$ cat config.mk
export PLATFORM = sky130hd
export DESIGN_NAME = calib_burst_packer
export DESIGN_NICKNAME = d
export VERILOG_FILES = /design/src/rtl/calib_burst_packer_pkg.sv /design/src/rtl/calib_byte_serializer.sv /design/src/rtl/calib_burst_packer.sv
export SDC_FILE = /design/constraint.sdc
export NUM_CORES = 1
export LEC_CHECK = 0
export CORE_UTILIZATION = 52
export DETAILED_ROUTE_END_ITERATION = 12
export PLACE_DENSITY = 0.87
export SLEW_MARGIN = 10
export SYNTH_ARGS = -nofsm -noshare
export SYNTH_HDL_FRONTEND = slang
export SYNTH_SLANG_ARGS = --single-unit
export TNS_END_PERCENT = 30
$ cat constraint.sdc
create_clock -name i_clk_50m -period 3.4 [get_ports i_clk_50m]
set_clock_uncertainty 0.15 [all_clocks]
set_input_delay 1.02 -clock i_clk_50m [delete_from_list [all_inputs] [get_ports i_clk_50m]]
set_output_delay 1.02 -clock i_clk_50m [all_outputs]
set_load 0.05 [all_outputs]
$ cat src/rtl/calib_burst_packer_pkg.sv
`default_nettype none
// ============================================================================
//  Module   : calib_pkg
//  Purpose  : Shared definitions for the calibration burst packer: FSM state
//             encoding and elaboration-time helper functions for byte count,
//             index width and parameter legality.
//  Ports    : none (package)
//  Revision : 1.0  initial release
// ============================================================================
package calib_pkg;

  typedef enum logic [2:0] {
    ST_IDLE       = 3'd0,
    ST_ARM        = 3'd1,
    ST_WAIT       = 3'd2,
    ST_SER        = 3'd3,
    ST_SWAP       = 3'd4,
    ST_CLOSE_PART = 3'd5
  } calib_state_e;

  // Number of bytes in one edge-data word.
  function automatic int calib_bytes(input int data_w);
    return data_w / 8;
  endfunction

  // Byte-index width; a single-byte word still gets a 1-bit index held at 0.
  function automatic int calib_idx_w(input int bytes);
    return (bytes > 1) ? $clog2(bytes) : 1;
  endfunction

  function automatic bit calib_width_ok(input int data_w);
    return (data_w >= 8) && ((data_w % 8) == 0);
  endfunction

  function automatic bit calib_addr_fits(input int pkt_points, input int bytes,
                                         input int addr_w);
    return (longint'(pkt_points) * longint'(bytes)) <= (longint'(1) << addr_w);
  endfunction

endpackage
`default_nettype wire

$ cat src/rtl/calib_byte_serializer.sv
`default_nettype none
// ============================================================================
//  Module   : calib_byte_serializer
//  Purpose  : Loads one DATA_W-bit word and presents it one byte per clock,
//             MSB-first or LSB-first.
//  Ports    : i_clk, i_rst_n   clock, asynchronous active-low reset
//             i_load           capture i_data and start emitting
//             i_abort          drop the word in flight (wins over i_load)
//             i_data           word to serialise
//             o_byte           current byte
//             o_valid          o_byte is a live byte this cycle
//             o_last           o_byte is the final byte of the word
//  Revision : 1.0  initial release
// ============================================================================
module calib_byte_serializer
  import calib_pkg::*;
#(
  parameter int DATA_W    = 64,
  parameter bit MSB_FIRST = 1'b1
) (
  input  logic              i_clk,
  input  logic              i_rst_n,
  input  logic              i_load,
  input  logic              i_abort,
  input  logic [DATA_W-1:0] i_data,
  output logic [7:0]        o_byte,
  output logic              o_valid,
  output logic              o_last
);

  localparam int             BYTES    = calib_bytes(DATA_W);
  localparam int             IDX_W    = calib_idx_w(BYTES);
  localparam logic [IDX_W-1:0] LAST_IDX = IDX_W'(BYTES - 1);

  logic [DATA_W-1:0] shift_q, shift_d;
  logic [IDX_W-1:0]  idx_q, idx_d;
  logic              valid_q, valid_d;
  logic [DATA_W-1:0] shift_next;
  logic              at_last;

  // The outgoing byte always sits at the same end of the shift register;
  // the register moves toward that end after each byte.
  if (MSB_FIRST) begin : g_msb_first
    assign o_byte     = shift_q[DATA_W-1 -: 8];
    assign shift_next = shift_q << 8;
  end else begin : g_lsb_first
    assign o_byte     = shift_q[7:0];
    assign shift_next = shift_q >> 8;
  end

  // For a one-byte word LAST_IDX is 0 and idx_q never leaves 0.
  assign at_last = (idx_q == LAST_IDX);
  assign o_valid = valid_q;
  assign o_last  = valid_q & at_last;

  always_comb begin
    shift_d = shift_q;
    idx_d   = idx_q;
    valid_d = valid_q;
    if (i_abort) begin
      valid_d = 1'b0;
      idx_d   = '0;
    end else if (i_load) begin
      shift_d = i_data;
      idx_d   = '0;
      valid_d = 1'b1;
    end else if (valid_q) begin
      shift_d = shift_next;
      if (at_last) begin
        valid_d = 1'b0;
        idx_d   = '0;
      end else begin
        idx_d = idx_q + IDX_W'(1);
      end
    end
  end

  always_ff @(posedge i_clk or negedge i_rst_n) begin
    if (!i_rst_n) begin
      shift_q <= '0;
      idx_q   <= '0;
      valid_q <= 1'b0;
    end else begin
      shift_q <= shift_d;
      idx_q   <= idx_d;
      valid_q <= valid_d;
    end
  end

endmodule
`default_nettype wire

$ cat src/rtl/calib_burst_packer.sv
`default_nettype none
// ============================================================================
//  Module   : calib_burst_packer
//  Purpose  : Captures edge-data words inside an armed angular window and
//             writes them byte-by-byte into a ping-pong calibration RAM,
//             closing a half when it is full or when the stop angle is hit.
//  Ports    : i_clk_50m, i_rst_n      clock, asynchronous active-low reset
//             i_measure_en            gates o_calib_make
//             i_code_angle            encoder angle
//             i_edge_data             shot data, valid with i_dist_new_sig
//             i_dist_new_sig          one-cycle new-shot strobe
//             i_start_index/stop      window bounds
//             i_calibrate_flag        calibration enable (level)
//             o_calib_wren/wrdata/wraddr  RAM write port
//             o_calib_pingpang        half being written
//             o_calib_points          points in the half just closed
//             o_calib_make            buffer-ready pulse
//             o_calib_overrun         shot dropped pulse
//             o_calib_busy            capturing or serialising
//  Revision : 1.0  initial release
// ============================================================================
module calib_burst_packer
  import calib_pkg::*;
#(
  parameter int DATA_W     = 64,
  parameter int PKT_POINTS = 64,
  parameter int ADDR_W     = 10,
  parameter int ANGLE_W    = 16,
  parameter bit MSB_FIRST  = 1'b1
) (
  input  logic               i_clk_50m,
  input  logic               i_rst_n,
  input  logic               i_measure_en,
  input  logic [ANGLE_W-1:0] i_code_angle,
  input  logic [DATA_W-1:0]  i_edge_data,
  input  logic               i_dist_new_sig,
  input  logic [ANGLE_W-1:0] i_start_index,
  input  logic [ANGLE_W-1:0] i_stop_index,
  input  logic               i_calibrate_flag,
  output logic               o_calib_wren,
  output logic [7:0]         o_calib_wrdata,
  output logic [ADDR_W-1:0]  o_calib_wraddr,
  output logic               o_calib_pingpang,
  output logic [15:0]        o_calib_points,
  output logic               o_calib_make,
  output logic               o_calib_overrun,
  output logic               o_calib_busy
);

  localparam int BYTES  = calib_bytes(DATA_W);
  localparam int PCNT_W = $clog2(PKT_POINTS + 1);
  localparam logic [PCNT_W-1:0] PKT_CNT = PCNT_W'(PKT_POINTS);

  if (!calib_width_ok(DATA_W)) begin : g_chk_data_w
    $error("calib_burst_packer: DATA_W must be a positive multiple of 8");
  end
  if (PKT_POINTS < 1) begin : g_chk_pkt_points
    $error("calib_burst_packer: PKT_POINTS must be at least 1");
  end
  if (!calib_addr_fits(PKT_POINTS, BYTES, ADDR_W)) begin : g_chk_addr_fit
    $error("calib_burst_packer: PKT_POINTS*BYTES does not fit in ADDR_W");
  end

  calib_state_e      state_q, state_d;
  logic [ADDR_W-1:0] addr_q, addr_d;
  logic [PCNT_W-1:0] pcnt_q, pcnt_d;
  logic              pingpang_q, pingpang_d;
  logic [15:0]       points_q, points_d;
  logic              make_q, make_d;
  logic              overrun_q, overrun_d;

  logic              ser_load;
  logic              ser_abort;
  logic              ser_valid;
  logic              ser_last;
  logic [7:0]        ser_byte;

  calib_byte_serializer #(
    .DATA_W    (DATA_W),
    .MSB_FIRST (MSB_FIRST)
  ) u_ser (
    .i_clk   (i_clk_50m),
    .i_rst_n (i_rst_n),
    .i_load  (ser_load),
    .i_abort (ser_abort),
    .i_data  (i_edge_data),
    .o_byte  (ser_byte),
    .o_valid (ser_valid),
    .o_last  (ser_last)
  );

  always_comb begin
    state_d    = state_q;
    addr_d     = addr_q;
    pcnt_d     = pcnt_q;
    pingpang_d = pingpang_q;
    points_d   = points_q;
    make_d     = 1'b0;
    ser_load   = 1'b0;
    ser_abort  = 1'b0;
    // A strobe while bytes are still going out cannot be captured.
    overrun_d  = i_dist_new_sig && (state_q == ST_SER);

    unique case (state_q)
      ST_IDLE: begin
        addr_d = '0;
        pcnt_d = '0;
        if (i_code_angle == ANGLE_W'(1)) begin
          state_d = ST_ARM;
        end
      end

      ST_ARM: begin
        if (i_calibrate_flag && (i_code_angle == i_start_index)) begin
          state_d = ST_WAIT;
        end
      end

      ST_WAIT: begin
        if (!i_calibrate_flag) begin
          addr_d  = '0;
          pcnt_d  = '0;
          state_d = ST_IDLE;
        end else if (i_dist_new_sig) begin
          ser_load = 1'b1;
          pcnt_d   = pcnt_q + PCNT_W'(1);
          state_d  = ST_SER;
        end
      end

      ST_SER: begin
        if (!i_calibrate_flag) begin
          // Abandon the half in progress; the next run restarts at 0.
          ser_abort = 1'b1;
          addr_d    = '0;
          pcnt_d    = '0;
          state_d   = ST_IDLE;
        end else if (ser_valid) begin
          addr_d = addr_q + ADDR_W'(1);
          if (ser_last) begin
            if (i_code_angle >= i_stop_index) begin
              state_d = ST_CLOSE_PART;
            end else if (pcnt_q == PKT_CNT) begin
              state_d = ST_SWAP;
            end else begin
              state_d = ST_WAIT;
            end
          end
        end
      end

      ST_SWAP: begin
        points_d   = 16'(PKT_POINTS);
        pingpang_d = ~pingpang_q;
        make_d     = 1'b1;
        addr_d     = '0;
        pcnt_d     = '0;
        state_d    = ST_WAIT;
      end

      ST_CLOSE_PART: begin
        if (pcnt_q != '0) begin
          points_d   = 16'(pcnt_q);
          pingpang_d = ~pingpang_q;
          make_d     = 1'b1;
        end
        addr_d  = '0;
        pcnt_d  = '0;
        state_d = ST_IDLE;
      end

      default: begin
        state_d = ST_IDLE;
      end
    endcase
  end

  always_ff @(posedge i_clk_50m or negedge i_rst_n) begin
    if (!i_rst_n) begin
      state_q    <= ST_IDLE;
      addr_q     <= '0;
      pcnt_q     <= '0;
      pingpang_q <= 1'b0;
      points_q   <= '0;
      make_q     <= 1'b0;
      overrun_q  <= 1'b0;
    end else begin
      state_q    <= state_d;
      addr_q     <= addr_d;
      pcnt_q     <= pcnt_d;
      pingpang_q <= pingpang_d;
      points_q   <= points_d;
      make_q     <= make_d;
      overrun_q  <= overrun_d;
    end
  end

  assign o_calib_wren     = (state_q == ST_SER) && ser_valid;
  assign o_calib_wrdata   = ser_byte;
  assign o_calib_wraddr   = addr_q;
  assign o_calib_pingpang = pingpang_q;
  assign o_calib_points   = points_q;
  assign o_calib_make     = i_measure_en & make_q;
  assign o_calib_overrun  = overrun_q;
  assign o_calib_busy     = (state_q == ST_WAIT) || (state_q == ST_SER);

endmodule
`default_nettype wire

==> metrics, run 1 <==
global-route wire length before repair=20200 microns; Netlist cell types=39; simple logic cell fraction of the synthesized area=22.1%; compound-cell area share of the yosys netlist=14.2%; cell area after synthesis=5280 sq um; EDFF count, synth=0; Adder-Cell Fraction of Synth Area=4.98%; worst hold path type=flop to flop; # IOs=156; design area=6970 sq um; synth warn=0; Total GRT Usage=24.6%; Sw Share=35.1%; diode insertion count for antenna repair=0; Comb pwr share=33.5%; CP required=2230 ps; Startpoint Class=flop; area grow syn2layout=32.1%; max_slew headroom=56.6%; Final nets=870; WL/cell=14.4 microns; unrepaired setup endpoints after global routing=false; root buf cell=clkbuf_8; # port buffers=146; shortest period the worst path allows=2990 ps; fraction of registers with async set/reset=100%; antenna-violating nets left=0; Arr. time, crit path=1820 ps; VDD IR max=0.000345 V; H-tree depth=3; Yosys reg bits=98; top-area cell type share of the netlist area=46.5%; Net Switching=0.00126 W; main combinational cell family by area after synthesis=simple AND/OR/NAND/NOR gates; routability cong.=0.832; internal power=0.00233 W; total CTS buffers=9; setup tns final=0 ps; XOR/XNOR share of the synthesized area=4.15%; top cells by area, synth=dfrtp_1 (46%), nand2_1 (9.3%), a31oi_1 (7.0%); synth cell count leaders=nand2_1 (131), dfrtp_1 (98), nor2_1 (77); Max Freq=334 MHz; cells after synthesis=611; total of max-cap violations=0; vias per cell=5.38; DR DRC count=0; antenna violations before repair=0; clock sinks=98; prevailing post-synth register cell=dfrtp_1; largest net degree at the start of global routing=69; crit-path leading delay family=buffers and inverters; Cell Area, Placed=6790 sq um; CTS max path bufs=2; Total Power=0.00359 W; Seq/Total Area, Yosys=46.5%; LEAKAGE=3.14 nW; via count=4679; DRT iter0 DRCs=258; crit path capture type=output pin; top-count cell post-synth=nand2_1; Final Cycle Share=88.0%; CTS clk-pin slew, worst paths=90 ps; slowest stage cell, crit path=dfrtp_1; total wire length=12600 microns; CTS tree=built; crit-path max cell delay=600 ps; Synth Area per Inst=8.64 sq um; multiplexer share of the synthesized area=0.948%; crit-path cells=nand2b_1 -> inv_1 -> dlymetal6s2s_1; pwr dens=515 nW/um^2; Core Area=9820 sq um; endpoints failing setup=0; power share of the clock group=19.5%; Clock Latency Late Sink=360 ps; area leader, netlist=dfrtp_1; Slew @ Worst Pin=651 ps; cell row count=36; die height=103 microns; share of cells above drive strength 1=4.21%; Flop pwr share=47.0%; status=complete, no violations; CTS hold repair buffers=0; dpl hpwl=9220 microns; Final Hold Vio Count=0; number of global-route vias before repair=4435; WS Path Type=flop to output pin; Initial Utilization=53.8%; critical path fanouts, max=14; Slew Viols, Final=0; GRT Residual Overflow=0; DRT Pass-1 Iters=4; die area=10600 sq um; die width=103 microns; critical path buffer and inverter count=2
==> power by group through the flow <==
stage | Clock, W | Combinational, W | Sequential, W
floorplan | 0 | 0.000911 | 0.00165
global placement | 0 | 0.00117 | 0.00169
detailed placement | 0 | 0.00121 | 0.00171
CTS | 0.000718 | 0.00121 | 0.00169
global route | 0.000768 | 0.00134 | 0.00172
finish | 0.000701 | 0.00120 | 0.00169
==> worst min-delay path: stages (launching register included) <==
cell and delay (ps):
dfrtp_1 350, nand2_1 40, o21ai_0 50
==> sequential cells by signal, summed over array words and instances, names as in the netlist <==
signal            flops
u_ser.idx_q           3
o_calib_wraddr       10
state_q               3
u_ser.shift_q        64
make_q                1
pcnt_q                7
u_ser.o_valid         1
o_calib_pingpang      1
o_calib_overrun       1
o_calib_points        7
==> cells by family (layout without fill, tap and decap cells) <==
| group | Yosys count | after routing |
|---|---|---|
| mux | 5 | 5 |
| xor+xnor | 25 | 25 |
| flops | 98 | 98 |
| buf+inv | 75 | 193 |
| compound gates | 117 | 117 |
| simple gates | 269 | 269 |
| fa+ha+maj | 21 | 21 |
| other cells | 1 | 9 |
==> final cells by class <==
| cell class | instances | area (sq um) |
|---|---|---|
| tap | 133 | 166 |
| timing repair buffer | 154 | 1590 |
| clock buffer | 12 | 145 |
| sequential | 98 | 2450 |
| clock inverter | 4 | 36.3 |
| multi-input combinational | 446 | 2500 |
| fill | 771 | 2850 |
| inverter | 23 | 86.3 |
==> final timing paths <==
path                                                      end  slack [ps]                          start  cells past startpoint
worst max register to register  u_ser.shift_q[39]$_DFFE_PN0P_        1190         state_q[1]$_DFFE_PN0P_                      6
max in group asynchronous       o_calib_wraddr[6]$_DFFE_PN0P_        1870                        i_rst_n                      2
min in group asynchronous       o_calib_wraddr[2]$_DFFE_PN0P_         520                        i_rst_n                      1
worst max-delay path                             o_calib_busy         410         state_q[1]$_DFFE_PN0P_                      3
worst min register to register  o_calib_points[0]$_DFFE_PN0P_         330  o_calib_points[0]$_DFFE_PN0P_                      2
worst min-delay path            o_calib_points[0]$_DFFE_PN0P_         330  o_calib_points[0]$_DFFE_PN0P_                      2
==> placed cells by master, fill, tap and decap left out, types with 3 or more instances in the layout <==
master / netlist / final
nor3_1: 3 / 3
ha_1: 21 / 21
clkdlybuf4s50_1: 0 / 142
nand2_1: 131 / 130
a22o_1: 13 / 13
o21ai_1: 5 / 5
nor4_1: 4 / 4
nand4_1: 11 / 11
buf_12: 0 / 6
clkbuf_8: 0 / 10
nor2b_1: 6 / 6
inv_1: 23 / 23
mux2i_1: 5 / 5
conb_1: 1 / 9
a21oi_1: 11 / 11
buf_4: 19 / 5
and2_1: 5 / 5
xnor2_1: 19 / 19
xor2_1: 6 / 6
nand3b_1: 3 / 3
and3_1: 8 / 8
nand2b_1: 5 / 5
a31oi_1: 59 / 59
dfrtp_1: 98 / 98
nor2_1: 77 / 77
nand3_1: 10 / 9
o21ai_0: 19 / 19
==> repair_timing <==
action,CTS,global route
setup buffers,0,0
gates resized for setup,0,1
endpoints found under the setup margin,0,1
==> per-stage QoR <==
stage	setup slack [ps]	hold WS, ps	utilization [%]	cells
global route	291	347	71.0	870
CTS	14.5	340	71.0	870
detailed placement	104	319	69.2	854
floorplan	735	323	-	619
finish	407	331	71.0	870
global placement	179	310	69.2	854
==> routing by layer <==
metal,up-vias,global-route usage [%],part of all wire [%]
met2,162,41.7,50
met5,-,0,0
met1,2197,31.4,43
met4,0,8.45,2.1
met3,26,5.02,4.3
li1,2294,-,-
No activity file was read; power rests on OpenSTA's default activity.
==> run 2, diff against run 1 <==
ABC_AREA = 1   (was unset)
PLACE_DENSITY = 0.86   (was 0.87)
==> run 2 against run 1 <==
  * Via count up 11%
  * Power up 23%
  * Sequential cell count unchanged
  * Design area up 3.4%
  * Wire length up 3.9%
  * Sequential share of layout area down 1.2 points
  * Register-to-register slack better by 50 ps
  * Core utilization down 0.85 points
  * Clock-buffer cell count down 3
  * Fmax up 0.25%
  * Sequential power up 5%
  * Clock power down 2%
  * Highest routed layer unchanged
==> metrics, run 2 <==
unrepaired setup endpoints after global routing=false; dpl ws=225 ps (+120 ps); area grow syn2layout=30.9%; crit path capture type=output pin; die height=105 microns (+2.1%); Post-CTS Resized=0 (unchanged); Slew Viols, Final=0 (unchanged); Yosys reg bits=98 (unchanged); total CTS buffers=9 (unchanged); critical path fanouts, max=6 (-8); clock sinks=98 (unchanged); Netlist cell types=33 (-15%); CTS hold repair buffers=0 (unchanged); setup tns final=0 ps (unchanged); Core Area=10300 sq um (+4.7%); Worst R2R Setup Slack=1240 ps (+50 ps); Final Core Density=70.2% (-0.85 points); prevailing post-synth register cell=dfrtp_1; endpoints failing setup=0 (unchanged); Final Cycle Share=87.8% (-0.22 points); cells after synthesis=724 (+18%); Hold Startpoint=o_calib_pingpang$_DFFE_PN0P_; LEAKAGE=3.35 nW (+6.6%); most common cell after layout, fill and taps aside=nand2_1; dpl hpwl=9890 microns (+7.3%); Largest Register=u_ser.shift_q; Hold Path End=o_calib_pingpang$_DFFE_PN0P_; Arr. time, crit path=1820 ps (about the same); worst hold path type=flop to flop; share of cells above drive strength 1=4.77% (+0.57 points); FF-to-FF End=u_ser.idx_q[2]$_DFFE_PN0P_; cell row count=37 (+2.8%); shortest period the worst path allows=2990 ps (-7.33 ps); diode insertion count for antenna repair=0 (unchanged); max_slew headroom=64.0% (+7.4 points); DRT Pass-1 Iters=5 (+1); Post-CTS Setup Inserts=0 (unchanged); CP required=2230 ps (about the same); die width=105 microns (+2.1%); antenna-violating nets left=0 (unchanged); CTS max path bufs=2 (unchanged); CTS tree=built; status=complete, no violations; number of global-route vias before repair=5022 (+13%); GRT Residual Overflow=0 (unchanged); synth cell count leaders=nand2_1 (201), nor2_1 (104), dfrtp_1 (98); Critical Path Start=state_q[2]$_DFFE_PN0P_; routability cong.=0.894 (+7.4%); final critical-path setup slack=415 ps (+7.33 ps); Max Freq=335 MHz (+0.25%); root buf cell=clkbuf_8; WS Path Type=flop to output pin; Synth Area per Inst=7.61 sq um (-12%); # IOs=156 (unchanged); Hold Crit Depth=1 (-1); Slew @ Worst Pin=540 ps (-111 ps); Total GRT Usage=24.8% (+0.20 points); vias per cell=5.20 (-3.3%); Cell Area, Placed=7040 sq um (+3.7%); total wire length=13100 microns (+3.9%); Initial Utilization=53.6% (-0.17 points); pwr dens=612 nW/um^2 (+19%); cell area after synthesis=5510 sq um (+4.3%); WL/cell=13.1 microns (-9.2%); design area=7210 sq um (+3.4%); DRT iter0 DRCs=209 (-19%); top cells by area, synth=dfrtp_1 (45%), nand2_1 (14%), nor2_1 (7.1%); Startpoint Class=flop; DR DRC count=0 (unchanged); max reg flops=64 (unchanged); Seq/Total Area, Yosys=44.5% (-1.9 points); die area=11000 sq um (+4.2%); Final nets=993 (+14%); top-area cell type share of the netlist area=44.5% (-1.9 points); via count=5176 (+11%); H-tree depth=3 (unchanged); CTS clk-pin slew, worst paths=90 ps (about the same); EDFF count, synth=0 (unchanged); total of max-cap violations=0 (unchanged); reg2reg start=state_q[2]$_DFFE_PN0P_; antenna violations before repair=0 (unchanged); global-route wire length before repair=22200 microns (+10%); Final Hold Vio Count=0 (unchanged); VDD IR max=0.000320 V (-7.1%); R2R cell count=10 (+4); Clock Latency Late Sink=370 ps (about the same); commonest non-fill, non-tap cells in the layout=nand2_1 (201), clkdlybuf4s50_1 (143), nor2_1 (104); # port buffers=146 (unchanged); synth warn=0 (unchanged); top-count cell post-synth=nand2_1; largest net degree at the start of global routing=58 (-16%); fraction of registers with async set/reset=100% (unchanged); area leader, netlist=dfrtp_1
[run 2: worst max path at each step]
stage / cells after the start / slack [ps] / endpoint
3_3_place_gp: 10 / 310 / u_ser.idx_q[1]$_DFFE_PN0P_
2_1_floorplan: 4 / 820 / o_calib_wren
5_1_grt: 3 / 330 / o_calib_busy
3_5_place_dp: 9 / 220 / u_ser.shift_q[55]$_DFFE_PN0P_
6_report: 2 / 410 / o_calib_busy
4_1_cts: 2 / 420 / o_calib_busy
[run 2: final cells by class]
cell class | instances | area [sq um]
Fill cell | 807 | 3070
Clock inverter | 6 | 48.8
Timing Repair Buffer | 157 | 1600
Tap cell | 136 | 170
Sequential cell | 98 | 2450
Clock buffer | 9 | 124
Inverter | 81 | 304
Multi-Input combinational cell | 508 | 2510
[run 2: power by group]
| group | switching (W) | internal [W] |
|---|---|---|
| clock network | 0.000418 | 0.000271 |
| registers | 0.000228 | 0.00155 |
| logic | 0.00116 | 0.000788 |
| total | 0.00180 | 0.00261 |
[run 2: through the flow]
stage          instances  total power, W  hold slack [ps]
2_1_floorplan        732         0.00318              316
3_3_place_gp         980         0.00364              318
3_5_place_dp         980         0.00374              315
4_1_cts              995         0.00443              330
5_1_grt              995         0.00475              349
6_report             995         0.00441              324
[run 2: critical path, cell delays in order (launching register included)]
cell	delay [ps]
dfrtp_1	490
nor2_1	130
clkdlybuf4s50_1	830
[run 2: kinds of logic after synthesis]
kind of cell    share of synthesized area (%)
xor+xnor                                 1.11
flops                                    44.5
compound gates                           13.1
other cells                            0.0681
simple gates                             26.0
fa+ha+maj                                4.77
buf+inv                                  10.4
[run 2: metal layers]
metal	track usage (%)	up-vias	share of wire, %
met5	0	-	0
met4	7.95	0	2.2
met3	4.87	21	5.8
met2	42.1	170	49
met1	31.8	2411	43
li1	-	2574	-
